File: src/rtl/sdram_arb_pkg.sv
// ----------------------------------------------------------------------------
// sdram_arb_pkg
// Shared definitions for the two-client SDRAM arbiter:
//   - default ADDR_W / DATA_W / TIMEOUT values
//   - FSM state encoding (IDLE, BUSY, DONE)
//   - client selection helper (round-robin between two requesters)
// ----------------------------------------------------------------------------
package sdram_arb_pkg;

    localparam int unsigned ADDR_W_DEF  = 22;
    localparam int unsigned DATA_W_DEF  = 128;
    localparam int unsigned TIMEOUT_DEF = 4096;

    typedef logic [1:0] arb_state_t;

    localparam arb_state_t StIdle = 2'd0;
    localparam arb_state_t StBusy = 2'd1;
    localparam arb_state_t StDone = 2'd2;

    // Returns the index of the client to grant. With both requesting, the
    // client that was not served last wins.
    function automatic logic pick_client(input logic req0, input logic req1,
                                         input logic last_gnt);
        if (req0 && req1) begin
            return ~last_gnt;
        end
        return req1 & ~req0;
    endfunction

endpackage

File: src/rtl/sdram_arb_timer.sv
// ----------------------------------------------------------------------------
// sdram_arb_timer
// Clearable, enabled cycle counter used to bound the wait for a controller
// acknowledge. The counter saturates at TIMEOUT-1 and flags expiry there.
//
// Ports:
//   clk_i      clock, rising edge
//   rst_ni     synchronous active-low reset
//   clr_i      return the count to zero (has priority over en_i)
//   en_i       advance the count by one this cycle
//   expired_o  count has reached TIMEOUT-1
// ----------------------------------------------------------------------------
module sdram_arb_timer #(
    parameter int unsigned TIMEOUT = 4096
) (
    input  logic clk_i,
    input  logic rst_ni,
    input  logic clr_i,
    input  logic en_i,
    output logic expired_o
);

    localparam int unsigned CntW = (TIMEOUT > 1) ? $clog2(TIMEOUT) : 1;
    localparam logic [CntW-1:0] LastCnt = CntW'(TIMEOUT - 1);

    logic [CntW-1:0] count_q, count_d;

    assign expired_o = (count_q == LastCnt);

    always_comb begin
        count_d = count_q;
        if (clr_i) begin
            count_d = '0;
        end else if (en_i && !expired_o) begin
            count_d = count_q + 1'b1;
        end
    end

    always_ff @(posedge clk_i) begin
        if (!rst_ni) begin
            count_q <= '0;
        end else begin
            count_q <= count_d;
        end
    end

endmodule

File: src/rtl/sdram_arbiter.sv
// ----------------------------------------------------------------------------
// sdram_arbiter
// Two-client arbiter in front of a single SDRAM controller port. One transfer
// is in flight at a time; a client is latched in IDLE, its request is held to
// the controller in BUSY until the matching ack (or a timeout), and the
// client's ack/err pulse is presented in DONE. All outputs are registered.
//
// Ports:
//   MAX10_CLK1_50              clock, rising edge
//   ireset_n                   synchronous active-low reset
//   cN_req/we/addr/wdata       client N request (held until its ack)
//   cN_ack/err/rdata           client N completion pulse, timeout flag, read data
//   mem_write_req/read_req     request strobes to the controller
//   mem_address/write_data     latched transfer address and write data
//   mem_write_ack/read_ack     controller acknowledges
//   mem_read_data              controller read data
//   busy                       arbiter not idle
//   grant                      index of the client owning the controller
// ----------------------------------------------------------------------------
module sdram_arbiter
    import sdram_arb_pkg::*;
#(
    parameter int unsigned ADDR_W  = ADDR_W_DEF,
    parameter int unsigned DATA_W  = DATA_W_DEF,
    parameter int unsigned TIMEOUT = TIMEOUT_DEF
) (
    input  logic              MAX10_CLK1_50,
    input  logic              ireset_n,

    input  logic              c0_req,
    input  logic              c0_we,
    input  logic [ADDR_W-1:0] c0_addr,
    input  logic [DATA_W-1:0] c0_wdata,
    output logic              c0_ack,
    output logic              c0_err,
    output logic [DATA_W-1:0] c0_rdata,

    input  logic              c1_req,
    input  logic              c1_we,
    input  logic [ADDR_W-1:0] c1_addr,
    input  logic [DATA_W-1:0] c1_wdata,
    output logic              c1_ack,
    output logic              c1_err,
    output logic [DATA_W-1:0] c1_rdata,

    output logic              mem_write_req,
    output logic              mem_read_req,
    output logic [ADDR_W-1:0] mem_address,
    output logic [DATA_W-1:0] mem_write_data,
    input  logic              mem_write_ack,
    input  logic              mem_read_ack,
    input  logic [DATA_W-1:0] mem_read_data,

    output logic              busy,
    output logic              grant
);

    arb_state_t        state_q, state_d;
    logic              grant_q, grant_d;
    logic              last_gnt_q, last_gnt_d;
    logic              we_q, we_d;
    logic [ADDR_W-1:0] addr_q, addr_d;
    logic [DATA_W-1:0] wdata_q, wdata_d;
    logic              wr_req_q, wr_req_d;
    logic              rd_req_q, rd_req_d;
    logic [1:0]        ack_q, ack_d;
    logic [1:0]        err_q, err_d;
    logic [DATA_W-1:0] rdata0_q, rdata0_d;
    logic [DATA_W-1:0] rdata1_q, rdata1_d;
    logic              busy_q, busy_d;

    logic              sel;
    logic              ack_match;
    logic              tmr_clr;
    logic              tmr_en;
    logic              tmr_expired;

    assign tmr_clr = (state_q != StBusy);
    assign tmr_en  = (state_q == StBusy);

    sdram_arb_timer #(
        .TIMEOUT (TIMEOUT)
    ) u_timer (
        .clk_i     (MAX10_CLK1_50),
        .rst_ni    (ireset_n),
        .clr_i     (tmr_clr),
        .en_i      (tmr_en),
        .expired_o (tmr_expired)
    );

    always_comb begin
        state_d    = state_q;
        grant_d    = grant_q;
        last_gnt_d = last_gnt_q;
        we_d       = we_q;
        addr_d     = addr_q;
        wdata_d    = wdata_q;
        wr_req_d   = 1'b0;
        rd_req_d   = 1'b0;
        ack_d      = '0;
        err_d      = '0;
        rdata0_d   = rdata0_q;
        rdata1_d   = rdata1_q;
        sel        = 1'b0;
        // Only the ack matching the latched direction can complete a transfer.
        ack_match  = we_q ? mem_write_ack : mem_read_ack;

        case (state_q)
            StIdle: begin
                if (c0_req || c1_req) begin
                    sel     = pick_client(c0_req, c1_req, last_gnt_q);
                    grant_d = sel;
                    we_d    = sel ? c1_we    : c0_we;
                    addr_d  = sel ? c1_addr  : c0_addr;
                    wdata_d = sel ? c1_wdata : c0_wdata;
                    state_d = StBusy;
                end
            end
            StBusy: begin
                // An ack only counts once our request is visible to the
                // controller; ack wins over a simultaneous timer expiry.
                if ((wr_req_q || rd_req_q) && ack_match) begin
                    if (!we_q) begin
                        if (grant_q) begin
                            rdata1_d = mem_read_data;
                        end else begin
                            rdata0_d = mem_read_data;
                        end
                    end
                    ack_d[grant_q] = 1'b1;
                    state_d        = StDone;
                end else if (tmr_expired) begin
                    ack_d[grant_q] = 1'b1;
                    err_d[grant_q] = 1'b1;
                    state_d        = StDone;
                end else begin
                    wr_req_d = we_q;
                    rd_req_d = ~we_q;
                end
            end
            StDone: begin
                last_gnt_d = grant_q;
                state_d    = StIdle;
            end
            default: begin
                state_d = StIdle;
            end
        endcase

        busy_d = (state_d != StIdle);
    end

    always_ff @(posedge MAX10_CLK1_50) begin
        if (!ireset_n) begin
            state_q    <= StIdle;
            grant_q    <= 1'b0;
            last_gnt_q <= 1'b1;
            we_q       <= 1'b0;
            addr_q     <= '0;
            wdata_q    <= '0;
            wr_req_q   <= 1'b0;
            rd_req_q   <= 1'b0;
            ack_q      <= '0;
            err_q      <= '0;
            rdata0_q   <= '0;
            rdata1_q   <= '0;
            busy_q     <= 1'b0;
        end else begin
            state_q    <= state_d;
            grant_q    <= grant_d;
            last_gnt_q <= last_gnt_d;
            we_q       <= we_d;
            addr_q     <= addr_d;
            wdata_q    <= wdata_d;
            wr_req_q   <= wr_req_d;
            rd_req_q   <= rd_req_d;
            ack_q      <= ack_d;
            err_q      <= err_d;
            rdata0_q   <= rdata0_d;
            rdata1_q   <= rdata1_d;
            busy_q     <= busy_d;
        end
    end

    assign c0_ack         = ack_q[0];
    assign c1_ack         = ack_q[1];
    assign c0_err         = err_q[0];
    assign c1_err         = err_q[1];
    assign c0_rdata       = rdata0_q;
    assign c1_rdata       = rdata1_q;
    assign mem_write_req  = wr_req_q;
    assign mem_read_req   = rd_req_q;
    assign mem_address    = addr_q;
    assign mem_write_data = wdata_q;
    assign busy           = busy_q;
    assign grant          = grant_q;

endmodule

File: config.mk
export PLATFORM = sky130hd
export DESIGN_NAME = sdram_arbiter
export DESIGN_NICKNAME = d
export VERILOG_FILES = /design/src/rtl/sdram_arb_pkg.sv /design/src/rtl/sdram_arb_timer.sv /design/src/rtl/sdram_arbiter.sv
export SDC_FILE = /design/constraint.sdc
export NUM_CORES = 1
export LEC_CHECK = 0
export ABC_CLOCK_PERIOD_IN_PS = 2600
export BUFFER_PORTS_ARGS = -buffer_cell sky130_fd_sc_hd__buf_2
export CAP_MARGIN = 20
export CELL_PAD_IN_SITES_DETAIL_PLACEMENT = 1
export CELL_PAD_IN_SITES_GLOBAL_PLACEMENT = 2
export CORE_AREA = 8 8 323 325
export DETAILED_ROUTE_END_ITERATION = 8
export DIE_AREA = 0 0 331 333
export PLACE_DENSITY = 0.54
export RECOVER_POWER = 100
export SYNTH_ARGS = -nofsm -noshare
export SYNTH_HDL_FRONTEND = slang
export SYNTH_SLANG_ARGS = --single-unit
File: constraint.sdc
create_clock -name MAX10_CLK1_50 -period 2.6 [get_ports MAX10_CLK1_50]
set_clock_uncertainty 0.05 [all_clocks]
set_input_delay 0.13 -clock MAX10_CLK1_50 [delete_from_list [all_inputs] [get_ports MAX10_CLK1_50]]
set_output_delay 0.13 -clock MAX10_CLK1_50 [all_outputs]
set_load 0.02 [all_outputs]
; After elaboration in Yosys (flattened, before gate mapping)
; Index checks and enable logic that the tools add are counted.
[totals]
register_bits = 430
output_inout_bits = 414
elab_cells = 63
[op_classes]
addsub = 1
order_cmp = 2
n_eq_ne = 4
muxes = 19
bitwise_logic = 7
n_reduce_logical = 16
[ops]
columns = cell, n
row1 = two-way mux 128 bit, 1
row2 = two-way mux 22 bit, 1
row3 = "adder 12 x 1 -> 12 bit, second input constant", 1
row4 = "equality test 12 bit, second input constant", 1
row5 = two-way mux 1 bit, 10
row6 = two-way mux 2 bit, 5
row7 = AND reduction 4 bit, 2
row8 = NOT 1 bit, 6
row9 = logical AND 1 bit, 4
row10 = one-hot mux 2 bit (2 select lines), 1
row11 = AND reduction 2 bit, 2
row12 = OR reduction 4 bit, 1
row13 = OR reduction 3 bit, 1
row14 = "equality test 2 x 1 -> 1 bit, second input constant", 1
row15 = "equality test 2 bit, second input constant", 1
row16 = zero test 2 bit, 1
row17 = logical OR 1 bit, 2
row18 = "< comparator 1 x 2 -> 1 bit, second input constant", 1
row19 = "!= test 2 x 1 -> 1 bit, second input constant", 1
row20 = nonzero test 2 bit, 1
row21 = OR reduction 2 bit, 1
row22 = AND 1 bit, 1
row23 = demux 1 bit (select 1 bit), 1
row24 = ">= comparator 1 bit, second input constant", 1
row25 = zero test 1 bit, 1

; Logic depth before layout (Yosys ltp)
[depth]
ltp_word = 8
depth_mapped = 7
depth_no_buf = 5

; Modules after synthesis
; From an unflattened synthesis, not the netlist that was laid out.
[hier_totals]
cells_unflattened = 1942
area_unflattened_um2 = 17199.0
[modules_own_cells]
columns = module, n_inst, cells_per_inst, area_each_um2, seq_area_each_um2
row1 = sdram_arbiter, 1, 1868, 16580.9, 8368.0
row2 = sdram_arb_timer, 1, 74, 618.1, 240.2

; Worst setup path after synthesis
; No wires, ideal clock.
[synth_path]
kind = reg-to-reg
startpoint = register grant_q (netlist: grant)
endpoint = register rdata1_q[107] (netlist: c1_rdata[107])
arrival_ns = 1.557
required_time_ns = 2.478
setup_slack_ns = 0.922
stages_incl_launch_ff = 6
path_buffers = 2
synth_period_minus_slack_ns = 1.678
cell_sequence = dfxtp_1 > inv_1 > nor4_4 > buf_6 > buf_12 > mux2i_1
[synth_via]
elab_chain_len = 1
[synth_lines]
columns = item, line_no
row1 = start: declaration, sdram_arbiter.sv:59  ; logic grant_q, grant_d;
row2 = start signal: assignment, sdram_arbiter.sv:170  ; grant_q <= grant_d;
row3 = AND reduction 4 bit (no line), -
row4 = end signal: assignment, sdram_arbiter.sv:180  ; rdata1_q <= rdata1_d;
row5 = end: declaration, sdram_arbiter.sv:69  ; logic [DATA_W-1:0] rdata1_q, rdata1_d;
; Every way passes these cells.
; A chain may end at the register's enable or synchronous reset.

; Final worst setup path
[layout_path]
startpoint = register last_gnt_q
endpoint = register wdata_q[61] (netlist: mem_write_data[61])
[layout_via]
elab_chain_len = 6
[layout_lines]
columns = item, line_no
row1 = start: declaration, sdram_arbiter.sv:60  ; logic last_gnt_q, last_gnt_d;
row2 = start signal: assignment, sdram_arbiter.sv:171  ; last_gnt_q <= last_gnt_d;
row3 = NOT 1 bit, sdram_arb_pkg.sv:25  ; return ~last_gnt;
row4 = two-way mux 1 bit, sdram_arb_pkg.sv:24  ; if (req0 && req1) begin
row5 = two-way mux 1 bit, sdram_arb_pkg.sv:27  ; return req1 & ~req0;
row6 = two-way mux 1 bit, sdram_arbiter.sv:110  ; if (c0_req || c1_req) begin
row7 = two-way mux 1 bit, sdram_arbiter.sv:108  ; case (state_q)
row8 = two-way mux 128 bit, sdram_arbiter.sv:115  ; wdata_d = sel ? c1_wdata : c0_wdata;
row9 = end signal: assignment, sdram_arbiter.sv:174  ; wdata_q <= wdata_d;
row10 = end: declaration, sdram_arbiter.sv:63  ; logic [DATA_W-1:0] wdata_q, wdata_d;
; Every way passes these cells. The select of a mux whose other input is x is not followed.

==> results.yml <==
routing:
  antenna_violating_nets_post_route: 0
  drc: 0
  drt-total-wl_um: 83960
  dr_total_vias: 17472
  vias_per_cell: 4.042
  drt-pass1-iter-count: 4
  routedWlPerCell_um: 19.42
  drt_first_iter_violations: 641
floorplanning:
  initial_core_util_pct: 17.89
  chipHeight_um: 333
  floorplan.die_area_mm2: 0.1102
  design.core.area_mm2: 0.09928
  io_pins: 850
  placement_rows: 116
  die_w_um: 331
worst_setup_path:
  r2r.worst_path.cells: 7
  path_cells: "a21boi_4 > buf_12 > buf_12 > mux2i_1 > dlygate4sd3_1 > nand2_1 > o211a_1"
  arrival_time_reported_for_the_critical_path_endpoint_ns: 2.92
  critPathLaunchType: "flip-flop"
  required_ns: 3.03
  cpMostUsedCell: "sky130_fd_sc_hd__buf_12"
  setup.worst_path.class: "reg -> reg"
  timing.critical_path.slowest_cell_delay_ns: 0.62
  crit_fanout: 40
  worstSetupEndpointType: "flip-flop"
  crit_path_max_delay_cell_type: "sky130_fd_sc_hd__dlygate4sd3_1"
timing:
  finalHoldWorstSlack_ns: 0.03889
  fin_tns_setup_ns: 0
  worstMarginPinSlew_ns: 1.148
  fin_crit_period_ns: 2.484
  number_of_failing_hold_endpoints_at_the_final_stage: 0
  setup_viol: 0
  worst_slew_margin_rel_pct: 23.49
  fin_crit_sh_pct: 95.56
  slew_violations: 0
  timing.fmax_mhz: 402.5
  rsz0062_at_grt: "false"
yosys:
  synth.area.top_cells: "sky130_fd_sc_hd__dfxtp_1 48%, sky130_fd_sc_hd__mux2i_1 23%, sky130_fd_sc_hd__nand2_1 11%"
  synth_cells: 1747
  netlist.top_cell.by_area: "sky130_fd_sc_hd__dfxtp_1"
  synth_enable_flop_cells: 0
  synth_nets: 2184
  synth_cell_types: 43
  syn-cell-area_mm2: 0.01776
  ys.flop_type: "sky130_fd_sc_hd__dfxtp_1"
  share_of_flip_flops_with_an_asynchronous_set_or_reset_pct: 0
  post_synthesis_sequential_element_count: 430
  synth.yosys.seq_area_share_pct: 48.46
  synth.cells.most_frequent: "542 x sky130_fd_sc_hd__nand2_1, 430 x sky130_fd_sc_hd__dfxtp_1, 408 x sky130_fd_sc_hd__mux2i_1, 151 x sky130_fd_sc_hd__o211a_1, 88 x sky130_fd_sc_hd__clkbuf_1"
  synth-warning-count: 0
  yosys.area.top_type_share_pct: 48.46
  yosys.cell_count.top_type: "sky130_fd_sc_hd__nand2_1"
  postSynthAreaPerCell_um2: 10.17
power:
  ir_drop_mv: 0.4034
  net-switching-power_w: 0.005329
  power_switching_share_pct: 29.50
  combPwrFrac_pct: 20.2
  power_density_mw_per_mm2: 631.8
  share_clk_of_total_power_pct: 39.4
  power_leakage_nw: 12.31
  internal-power_w: 0.01274
  pwr-share-seq_pct: 40.4
run:
  maxCapViolations: 0
grt:
  grt_max_degree: 119
  grt_first_pass_wirelength_um: 121900
  grt_remaining_overflow: 0
  grt_use_total_pct: 14.21
  via_count_of_the_first_global_routing_pass: 19300
  grt_antenna_before_repair: 1
clocking:
  cts.root.buffer_cell: "sky130_fd_sc_hd__clkbuf_16"
  number_of_clock_sinks: 430
  maximum_buffer_depth_of_the_clock_tree: 3
  postCtsResizedCells: 0
  htree_levels: 2
  cts_buffers: 53
  tritoncts: "built"
  hold_buffers: 433
  cts.repair_timing.setup_buffer_count: 0
  cts.reportedPaths.clkPinSlew_ns: 0.06
  clock_latency_on_the_worst_skew_pair_ns: 0.62
worst_hold_path:
  hold_depth: 3
  worst_hold_path_type: "in -> reg"
cells_and_area:
  nets: 3424
  drive_above_1_share_pct: 18.49
  area_growth_pct: 60.98
placed_design:
  portBuffers: 849
  detailedPlacementHpwl_um: 64990
  place.gp.congestion: 0.7989
status:
  run_status: "complete, no violations"
[metrics by stage]
stage,power [W],cells,cell area [µm²],worst slack (ns),util [%]
floorplan,0.009179,1747,17760,0.9218,-
global placement,0.01066,3797,23220,0.5388,23.39
detailed placement,0.01071,3797,23220,0.4981,23.39
CTS,0.01865,4322,29220,0.1104,29.44
global route,0.01902,4322,28590,0.02594,28.80
finish,0.01807,4323,28590,0.1155,28.80
[path summary, 6_finish.rpt]
path                        startpoint                              end  slack [ns]
max            last_gnt_q$_SDFFE_PN1N_  mem_write_data[61]$_SDFFE_PN0P_        0.12
min                             c0_req                  busy$_SDFF_PN0_        0.04
max reg2reg    last_gnt_q$_SDFFE_PN1N_  mem_write_data[61]$_SDFFE_PN0P_        0.12
min reg2reg  c1_rdata[27]$_SDFFE_PN0P_        c1_rdata[27]$_SDFFE_PN0P_        0.41
[power by group through the flow]
stage	logic, W	registers (W)	clock network [W]
CTS	0.00388	0.00730	0.00747
detailed placement	0.00328	0.00743	0
global placement	0.00323	0.00742	0
floorplan	0.00125	0.00793	0
finish	0.00365	0.00730	0.00712
global route	0.00394	0.00736	0.00772
[layout make-up]
type	instances	area [µm²]
Tap cell	1298	1624
Multi-Input combinational cell	1172	8105
Clock buffer	82	1577
Sequential cell	430	8608
Timing Repair Buffer	1327	8577
Clock inverter	10	90.09
Fill cell	11676	70680
Antenna cell	1	2.502
Inverter	3	11.26
[critical path, delay by kind of cell (launching register included)]
family,cells,cell delay [ns]
simple gates,1,0.06
buf+inv,3,1.15
mux,1,0.30
compound gates,2,0.29
flops,1,0.34
[state kept, by name, indices dropped and copies added (netlist names), 2 cells and up]
| signal | count |
|---|---|
| c1_rdata | 128 |
| state_q | 2 |
| c0_rdata | 128 |
| ack_q | 2 |
| mem_write_data | 128 |
| err_q | 2 |
| mem_address | 22 |
| u_timer.count_q | 12 |
[layout by cell type, fill, tap and decap left out, types with 4 or more instances in the layout]
| cell | instances |
|---|---|
| sky130_fd_sc_hd__or3_1 | 4 |
| sky130_fd_sc_hd__a21oi_1 | 4 |
| sky130_fd_sc_hd__buf_4 | 12 |
| sky130_fd_sc_hd__clkbuf_1 | 432 |
| sky130_fd_sc_hd__clkbuf_16 | 54 |
| sky130_fd_sc_hd__mux2i_1 | 408 |
| sky130_fd_sc_hd__nor2_1 | 12 |
| sky130_fd_sc_hd__nand4_1 | 5 |
| sky130_fd_sc_hd__dlygate4sd3_1 | 433 |
| sky130_fd_sc_hd__dfxtp_1 | 430 |
| sky130_fd_sc_hd__clkbuf_2 | 13 |
| sky130_fd_sc_hd__clkbuf_8 | 12 |
| sky130_fd_sc_hd__o211a_1 | 151 |
| sky130_fd_sc_hd__buf_2 | 434 |
| sky130_fd_sc_hd__buf_12 | 16 |
| sky130_fd_sc_hd__nand2_1 | 542 |
| sky130_fd_sc_hd__clkinv_2 | 4 |
[cell families after synthesis]
kind of cell,after synthesis,share of synthesized area [%]
AO/OA/AOI/OAI,175,9.502
XOR/XNOR,4,0.1973
adder cells (fa/ha/maj),1,0.07043
buffers and inverters,145,5.790
flip-flops,430,48.46
multiplexers,408,22.99
AND/OR/NAND/NOR,584,12.99
[layer usage]
metal | vias up | global-route usage [%] | wire length (µm)
li1 | 8466 | - | -
met3 | 111 | 4.296 | 6526
met5 | - | 0 | 0
met1 | 8298 | 16.13 | 34160
met2 | 597 | 25.69 | 41040
met4 | 0 | 3.602 | 2236
No activity file was read; power rests on OpenSTA's default activity.
